## src/rtl/panel_input.sv

```systemverilog
// panel_input: pushbutton front end for the DDS control panel.
// Synchronizes and debounces the five Nexys buttons, then maintains the
// frequency and amplitude setpoints. Steps are saturated rather than wrapped,
// and U/D auto-repeat when held.
//
// Ports:
//   clk, rst_n                      clock, asynchronous active-low reset
//   btn_u/btn_d/btn_l/btn_r/btn_c   raw buttons: inc, dec, idx down, idx up,
//                                   toggle field
//   freq      [15:0]                frequency setpoint in Hz
//   amp       [7:0]                 amplitude setpoint, 0..AMP_MAX
//   edit_amp                        0 = U/D edit freq, 1 = U/D edit amp
//   step_idx  [1:0]                 step size index, 0..2
//   update                          one-cycle pulse after freq/amp changed value
module panel_input #(
  parameter int DEBOUNCE_CYCLES = 1000000,
  parameter int REPEAT_DELAY    = 50000000,
  parameter int REPEAT_RATE     = 10000000,
  parameter int FREQ_MIN        = 100,
  parameter int FREQ_MAX        = 20000,
  parameter int FREQ_DEFAULT    = 1000,
  parameter int AMP_MAX         = 99,
  parameter int AMP_DEFAULT     = 50
) (
  input  logic        clk,
  input  logic        rst_n,
  input  logic        btn_u,
  input  logic        btn_d,
  input  logic        btn_l,
  input  logic        btn_r,
  input  logic        btn_c,
  output logic [15:0] freq,
  output logic [7:0]  amp,
  output logic        edit_amp,
  output logic [1:0]  step_idx,
  output logic        update
);
  localparam int NB  = 5;
  localparam int B_U = 0;
  localparam int B_D = 1;
  localparam int B_L = 2;
  localparam int B_R = 3;
  localparam int B_C = 4;
  localparam int DCW  = $clog2(DEBOUNCE_CYCLES + 1);
  localparam int RMAX = (REPEAT_DELAY > REPEAT_RATE) ? REPEAT_DELAY : REPEAT_RATE;
  localparam int TW   = $clog2(RMAX + 1);
  localparam logic [DCW-1:0] DB_LAST    = DCW'(DEBOUNCE_CYCLES - 1);
  localparam logic [TW-1:0]  DELAY_LAST = TW'(REPEAT_DELAY - 1);
  localparam logic [TW-1:0]  RATE_LAST  = TW'(REPEAT_RATE - 1);
  localparam logic signed [16:0] F_MIN_S = 17'(FREQ_MIN);
  localparam logic signed [16:0] F_MAX_S = 17'(FREQ_MAX);
  localparam logic signed [8:0]  A_MAX_S = 9'(AMP_MAX);

  typedef enum logic [1:0] {DIR_NONE, DIR_UP, DIR_DN} dir_t;
  typedef enum logic [1:0] {S_IDLE, S_WAIT, S_REPEAT} state_t;

  function automatic logic [15:0] sat_freq(input logic signed [16:0] v);
    if (v > F_MAX_S)      return F_MAX_S[15:0];
    else if (v < F_MIN_S) return F_MIN_S[15:0];
    else                  return v[15:0];
  endfunction

  function automatic logic [7:0] sat_amp(input logic signed [8:0] v);
    if (v > A_MAX_S)      return A_MAX_S[7:0];
    else if (v < 9'sd0)   return 8'd0;
    else                  return v[7:0];
  endfunction

  logic [NB-1:0]  raw, sync_p0, sync_p1, stable;
  logic [DCW-1:0] db_cnt [NB];
  logic [2:0]     lrc_q;
  logic           rise_l, rise_r, rise_c;

  dir_t            dir, held, held_nxt;
  state_t          state, state_nxt;
  logic [TW-1:0]   timer, timer_nxt;
  logic            step_go;
  logic signed [16:0] freq_w, fstep, freq_calc;
  logic signed [8:0]  amp_w, astep, amp_calc;
  logic [15:0]     freq_nxt;
  logic [7:0]      amp_nxt;

  assign raw = {btn_c, btn_r, btn_l, btn_d, btn_u};

  // Stage p0/p1: two-flop synchronizer, then per-button debounce and edge history
  always_ff @(posedge clk or negedge rst_n) begin
    if (!rst_n) begin
      sync_p0 <= '0;
      sync_p1 <= '0;
      stable  <= '0;
      lrc_q   <= '0;
      for (int i = 0; i < NB; i++) db_cnt[i] <= '0;
    end else begin
      sync_p0 <= raw;
      sync_p1 <= sync_p0;
      lrc_q   <= {stable[B_C], stable[B_R], stable[B_L]};
      for (int i = 0; i < NB; i++) begin
        if (sync_p1[i] == stable[i]) begin
          db_cnt[i] <= '0;
        end else if (db_cnt[i] == DB_LAST) begin
          stable[i] <= sync_p1[i];
          db_cnt[i] <= '0;
        end else begin
          db_cnt[i] <= db_cnt[i] + 1'b1;
        end
      end
    end
  end

  assign rise_l = stable[B_L] & ~lrc_q[0];
  assign rise_r = stable[B_R] & ~lrc_q[1];
  assign rise_c = stable[B_C] & ~lrc_q[2];

  always_comb begin
    dir = DIR_NONE;
    if (stable[B_U] && !stable[B_D])      dir = DIR_UP;
    else if (stable[B_D] && !stable[B_U]) dir = DIR_DN;
  end

  // Hold/auto-repeat sequencer; any change of direction drops back to IDLE,
  // so a reversal always restarts with a single step and the full delay.
  always_comb begin
    state_nxt = state;
    held_nxt  = held;
    timer_nxt = timer;
    step_go   = 1'b0;
    unique case (state)
      S_IDLE: begin
        if (dir != DIR_NONE) begin
          step_go   = 1'b1;
          timer_nxt = '0;
          held_nxt  = dir;
          state_nxt = S_WAIT;
        end
      end
      S_WAIT: begin
        if (dir != held) begin
          state_nxt = S_IDLE;
          timer_nxt = '0;
        end else if (timer == DELAY_LAST) begin
          step_go   = 1'b1;
          timer_nxt = '0;
          state_nxt = S_REPEAT;
        end else begin
          timer_nxt = timer + 1'b1;
        end
      end
      S_REPEAT: begin
        if (dir != held) begin
          state_nxt = S_IDLE;
          timer_nxt = '0;
        end else if (timer == RATE_LAST) begin
          step_go   = 1'b1;
          timer_nxt = '0;
        end else begin
          timer_nxt = timer + 1'b1;
        end
      end
      default: state_nxt = S_IDLE;
    endcase
  end

  // Step uses the current (pre-edge) field and index, so a same-cycle C/L/R
  // edge only affects later steps.
  always_comb begin
    freq_w = signed'({1'b0, freq});
    amp_w  = signed'({1'b0, amp});
    unique case (step_idx)
      2'd0:    begin fstep = 17'sd10;   astep = 9'sd1;  end
      2'd1:    begin fstep = 17'sd100;  astep = 9'sd5;  end
      default: begin fstep = 17'sd1000; astep = 9'sd10; end
    endcase
    freq_calc = (dir == DIR_UP) ? freq_w + fstep : freq_w - fstep;
    amp_calc  = (dir == DIR_UP) ? amp_w + astep  : amp_w - astep;
    freq_nxt  = freq;
    amp_nxt   = amp;
    if (step_go) begin
      if (edit_amp) amp_nxt  = sat_amp(amp_calc);
      else          freq_nxt = sat_freq(freq_calc);
    end
  end

  // Stage p2: setpoint, field/index and sequencer registers
  always_ff @(posedge clk or negedge rst_n) begin
    if (!rst_n) begin
      state    <= S_IDLE;
      held     <= DIR_NONE;
      timer    <= '0;
      freq     <= 16'(FREQ_DEFAULT);
      amp      <= 8'(AMP_DEFAULT);
      edit_amp <= 1'b0;
      step_idx <= 2'd0;
      update   <= 1'b0;
    end else begin
      state    <= state_nxt;
      held     <= held_nxt;
      timer    <= timer_nxt;
      freq     <= freq_nxt;
      amp      <= amp_nxt;
      update   <= (freq_nxt != freq) || (amp_nxt != amp);
      if (rise_c) edit_amp <= ~edit_amp;
      if (rise_r && step_idx != 2'd2)      step_idx <= step_idx + 2'd1;
      else if (rise_l && step_idx != 2'd0) step_idx <= step_idx - 2'd1;
    end
  end
endmodule

```

## config.mk

```make
export PLATFORM = sky130hd
export DESIGN_NAME = panel_input
export DESIGN_NICKNAME = d
export VERILOG_FILES = /design/src/rtl/panel_input.sv
export SDC_FILE = /design/constraint.sdc
export NUM_CORES = 1
export LEC_CHECK = 0
export ABC_CLOCK_PERIOD_IN_PS = 5900
export BUFFER_PORTS_ARGS = -buffer_cell sky130_fd_sc_hd__buf_2
export CORE_MARGIN = 1.5
export CORE_UTILIZATION = 50
export CTS_CLUSTER_DIAMETER = 80
export CTS_CLUSTER_SIZE = 16
export DETAILED_ROUTE_END_ITERATION = 8
export GPL_ROUTABILITY_DRIVEN = 0
export GPL_TIMING_DRIVEN = 0
export PLACE_DENSITY = 0.63
export SYNTH_ARGS = -nofsm -noshare
export SYNTH_HDL_FRONTEND = slang
export SYNTH_SLANG_ARGS = --single-unit
export TNS_END_PERCENT = 50
```

## constraint.sdc

```tcl
create_clock -name clk -period 5.9 [get_ports clk]
set_input_delay 0.59 -clock clk [delete_from_list [all_inputs] [get_ports clk]]
set_output_delay 0.59 -clock clk [all_outputs]
set_load 0.005 [all_outputs]
```

==> results.md <==
- Starting utilization of the core area: 0.513
- Hold_ws: 0.0680 ns
- Number of port buffers: 34
- Final Cycle Share: 0.935
- Relative max-transition margin: 0.386
- DRC violation count after routing: 0
- Number of register bits inferred by synthesis: 176
- Clock period minus worst slack: 5.52 ns
- I/O pin total: 35
- Number of hold buffers added after cts: 0
- RSZ-0062 raised after global routing: no
- Core outline area: 20400 sq um
- Post-Syn Instances: 1140
- Number of buffers added by the clock tree synthesis step: 17
- Post-Route Setup TNS: 0 ns
- Horizontal die dimension: 148 microns
- Die boundary height: 148 microns
- Count of final hold-check violations: 0
- Syn_area_per_cell: 9.16 sq um
- Worst clock skew: 0.0158 ns
- CTS tree: built
- WP data required: 6.19 ns
- Mapped Nets: 1192
- Average wire per cell in the routed design: 15.5 microns
- CP startpoint kind: flip-flop
- Growth of design area from synthesis to finish: 11.0%
- Arrival time of data at the critical path endpoint: 5.81 ns
- Count of maximum capacitance violations: 0
- Wire length after detailed routing: 22800 microns
- Root Driver: sky130_fd_sc_hd__clkbuf_16
- First element of the critical path: stable[1]$_DFFE_PN0P_
- Number of DRC violations after detailed-routing iteration 0: 450
- H-tree depth: 4
- Start of the worst register-to-register path: stable[1]$_DFFE_PN0P_
- Cells resized by post-CTS repair: 0
- Worst Path Class, Setup: reg -> reg
- Largest net degree at the start of global routing: 121
- Proportion of synthesized chip area in sequential cells: 0.423
- Post-DP HPWL: 16200 microns
- Clock-pin slew of the registers on the worst-case setup and hold paths: 0.08 ns
- Achievable Freq: 0.181 GHz
- Status: complete, no violations
- Leak pwr: 5.03 nW
- Hold WC Path Type: in -> async
- Fraction of final layout cells with drive strength greater than 1: 0.0944
- Worst-path fanout max: 14
- Post-CTS Setup Bufs: 0
- Via count: 8397
- Via count of the first global-routing pass: 8064
- Global-route usage over all layers: 0.221
- CP endpoint kind: flip-flop
- Synth Flop Type: sky130_fd_sc_hd__dfrtp_1
- Maximum buffer depth of the clock tree: 2
- Adder and majority gate portion of the synthesized area: 0.0554
- Gr ovfl total: 0
- Number of flops mapped to enable cells by yosys: 0
- Vias per cell: 5.69
- Floorplan row count: 52
- Maximum resistive drop on vdd: 0.000171 V
- Sink Count: 176
- Final setup fails: 0
- Synth cell types: 82
- Multiplexer share of the synthesized area: 0.0104
- Syn Std Cell Area: 10400 sq um
- Compound-gate portion of the synthesized area: 0.167
- Wire length of the first global-routing pass: 39400 microns
- Count of synthesis-stage warnings from yosys: 0
- Initial antenna violation count: 0
- Post-synthesis simple-gate area fraction: 0.226
- Dominant combinational cell family by area after synthesis: simple AND/OR/NAND/NOR gates
- Fin nets: 1246
- Number of pins exceeding their max-slew limit in the final report: 0
- Post-synthesis share of cell area spent on xor and xnor gates: 0.0922
- Post-detailed-route count of antenna-violating nets: 0
- Measured slew at the worst slew-check pin: 0.915 ns
- Proportion of synthesized flip-flops having asynchronous set or reset: 1.00
- Clock Latency Late Sink: 0.43 ns
- Area of the die: 21800 sq um
- Total power divided by cell area: 210 nW/um^2
- Antenna diode instance count: 0
- Number of detailed-routing iterations run before antenna repair: 5
[power by group]
part	switching, W	internal [W]
logic	0.0000416	0.0000147
registers	0.00000945	0.00122
clock network	0.000532	0.000617
[layout make-up]
type | instances | area [sq um]
Buffer | 36 | 156
Clock buffer | 18 | 439
Clock inverter | 14 | 165
Fill cell | 1823 | 8770
Inverter | 33 | 124
Multi-Input combinational cell | 895 | 5750
Sequential cell | 176 | 4420
Tap cell | 270 | 338
Timing Repair Buffer | 35 | 208
[logic make-up after synthesis]
family,Yosys count
compound gates,252
xor+xnor,109
fa+ha+maj,45
buf+inv,69
flops,176
mux,10
simple gates,479
[worst max-delay path, cell delays in order (launching register included)]
cell and delay, ns:
sky130_fd_sc_hd__dfrtp_1 0.44, sky130_fd_sc_hd__inv_1 0.15, sky130_fd_sc_hd__ha_1 0.24, sky130_fd_sc_hd__clkbuf_1 0.24, sky130_fd_sc_hd__inv_1 0.54, sky130_fd_sc_hd__nand2_1 0.17, sky130_fd_sc_hd__xnor2_1 0.21, sky130_fd_sc_hd__fa_1 0.48
sky130_fd_sc_hd__a21o_1 0.24, sky130_fd_sc_hd__a221o_1 0.43, sky130_fd_sc_hd__xnor2_1 0.44, sky130_fd_sc_hd__nand4_1 0.20, sky130_fd_sc_hd__a31oi_2 0.41, sky130_fd_sc_hd__nand3b_1 0.34, sky130_fd_sc_hd__o31ai_1 0.35, sky130_fd_sc_hd__a41oi_1 0.15
sky130_fd_sc_hd__a2111o_1 0.36
[registers in the layout, indices dropped and copies added (netlist names)]
name,flops
db_cnt,100
timer,26
freq,16
amp,8
stable,5
sync_p0,5
sync_p1,5
lrc_q,3
held,2
state,2
step_idx,2
edit_amp,1
update,1
[stage by stage]
stage	total power [W]	instance area (sq um)	util	worst slack [ns]	cells
5_1_grt	0.00253	11600	0.569	0.0188	1477
4_1_cts	0.00247	11600	0.569	0.414	1477
3_3_place_gp	0.00131	10900	0.538	0.464	1444
3_5_place_dp	0.00131	11000	0.540	0.469	1445
6_report	0.00243	11600	0.569	0.384	1477
2_1_floorplan	0.00127	10400	-	1.62	1140
[worst paths after layout]
kind / endpoint / slack, ns / cells past startpoint
worst min register to register: sync_p1[3]$_DFF_PN0_ / 0.34 / 0
worst max-delay path: update$_DFF_PN0_ / 0.38 / 16
worst min-delay path: db_cnt[8]$_DFF_PN0_ / 0.07 / 1
min in group clk: sync_p0[2]$_DFF_PN0_ / 0.25 / 1
max in group asynchronous: db_cnt[77]$_DFF_PN0_ / 4.89 / 2
worst max register to register: update$_DFF_PN0_ / 0.38 / 16
[routing by layer]
metal,up-vias,global-route usage,part of all wire
met2,150,0.345,0.46
li1,4201,-,-
met1,4033,0.317,0.50
met5,-,0,0
met3,13,0.0472,0.037
met4,0,0.0475,0.0076
[cell usage after synthesis, types with 3 or more instances]
| cell | count | area share |
|---|---|---|
| sky130_fd_sc_hd__or3_1 | 17 | 0.010 |
| sky130_fd_sc_hd__o31ai_1 | 14 | 0.010 |
| sky130_fd_sc_hd__nand2b_1 | 9 | 0.0054 |
| sky130_fd_sc_hd__clkbuf_1 | 29 | 0.010 |
| sky130_fd_sc_hd__a31oi_1 | 9 | 0.0054 |
| sky130_fd_sc_hd__nor2_1 | 152 | 0.055 |
| sky130_fd_sc_hd__and2_1 | 6 | 0.0036 |
| sky130_fd_sc_hd__a21o_1 | 13 | 0.0093 |
| sky130_fd_sc_hd__ha_1 | 43 | 0.052 |
| sky130_fd_sc_hd__inv_1 | 33 | 0.012 |
| sky130_fd_sc_hd__nand4_1 | 26 | 0.016 |
| sky130_fd_sc_hd__xor2_1 | 47 | 0.039 |
| sky130_fd_sc_hd__mux2i_1 | 3 | 0.0029 |
| sky130_fd_sc_hd__dfstp_2 | 9 | 0.023 |
| sky130_fd_sc_hd__nand3_1 | 65 | 0.031 |
| sky130_fd_sc_hd__nor4_1 | 9 | 0.0054 |
| sky130_fd_sc_hd__and4_1 | 11 | 0.0092 |
| sky130_fd_sc_hd__a21oi_1 | 43 | 0.021 |
| sky130_fd_sc_hd__and3_1 | 38 | 0.023 |
| sky130_fd_sc_hd__nor4b_1 | 5 | 0.0042 |
| sky130_fd_sc_hd__nor3_1 | 14 | 0.0067 |
| sky130_fd_sc_hd__nand2_1 | 98 | 0.035 |
| sky130_fd_sc_hd__o211ai_1 | 6 | 0.0043 |
| sky130_fd_sc_hd__dfrtp_1 | 167 | 0.40 |
| sky130_fd_sc_hd__o21a_1 | 8 | 0.0058 |
| sky130_fd_sc_hd__o21ai_0 | 83 | 0.040 |
| sky130_fd_sc_hd__or2_2 | 7 | 0.0042 |
| sky130_fd_sc_hd__nor3b_1 | 6 | 0.0043 |
| sky130_fd_sc_hd__a211oi_2 | 3 | 0.0036 |
| sky130_fd_sc_hd__nor4bb_1 | 5 | 0.0048 |
| sky130_fd_sc_hd__o211a_1 | 3 | 0.0029 |
| sky130_fd_sc_hd__a22o_1 | 6 | 0.0050 |
| sky130_fd_sc_hd__o21bai_1 | 5 | 0.0036 |
| sky130_fd_sc_hd__a22oi_1 | 4 | 0.0029 |
| sky130_fd_sc_hd__a211oi_1 | 5 | 0.0036 |
| sky130_fd_sc_hd__o22ai_1 | 5 | 0.0030 |
| sky130_fd_sc_hd__xnor2_1 | 61 | 0.051 |
| sky130_fd_sc_hd__mux2_2 | 7 | 0.0075 |
| sky130_fd_sc_hd__a2111o_1 | 3 | 0.0032 |
| sky130_fd_sc_hd__a41o_1 | 3 | 0.0029 |
| sky130_fd_sc_hd__o221ai_1 | 3 | 0.0025 |
[cell usage in the layout (no fill, tap or decap), types with 7 or more instances in the layout]
cell type                   count
sky130_fd_sc_hd__nand4_1       26
sky130_fd_sc_hd__nand3_1       65
sky130_fd_sc_hd__clkbuf_16     17
sky130_fd_sc_hd__dfrtp_1      167
sky130_fd_sc_hd__or2_2          7
sky130_fd_sc_hd__buf_2         35
sky130_fd_sc_hd__a31oi_1        9
sky130_fd_sc_hd__o21a_1         8
sky130_fd_sc_hd__nor4_1         9
sky130_fd_sc_hd__and4_1        11
sky130_fd_sc_hd__nand2b_1       9
sky130_fd_sc_hd__o31ai_1       14
sky130_fd_sc_hd__ha_1          43
sky130_fd_sc_hd__a21oi_1       43
sky130_fd_sc_hd__o21ai_0       83
sky130_fd_sc_hd__or3_1         17
sky130_fd_sc_hd__xnor2_1       61
sky130_fd_sc_hd__and3_1        38
sky130_fd_sc_hd__nor3_1        14
sky130_fd_sc_hd__mux2_2         7
sky130_fd_sc_hd__inv_1         33
sky130_fd_sc_hd__clkbuf_1      29
sky130_fd_sc_hd__dfstp_2        9
sky130_fd_sc_hd__xor2_1        47
sky130_fd_sc_hd__nand2_1       98
sky130_fd_sc_hd__nor2_1       152
sky130_fd_sc_hd__a21o_1        13
No activity file was read; power rests on OpenSTA's default activity.
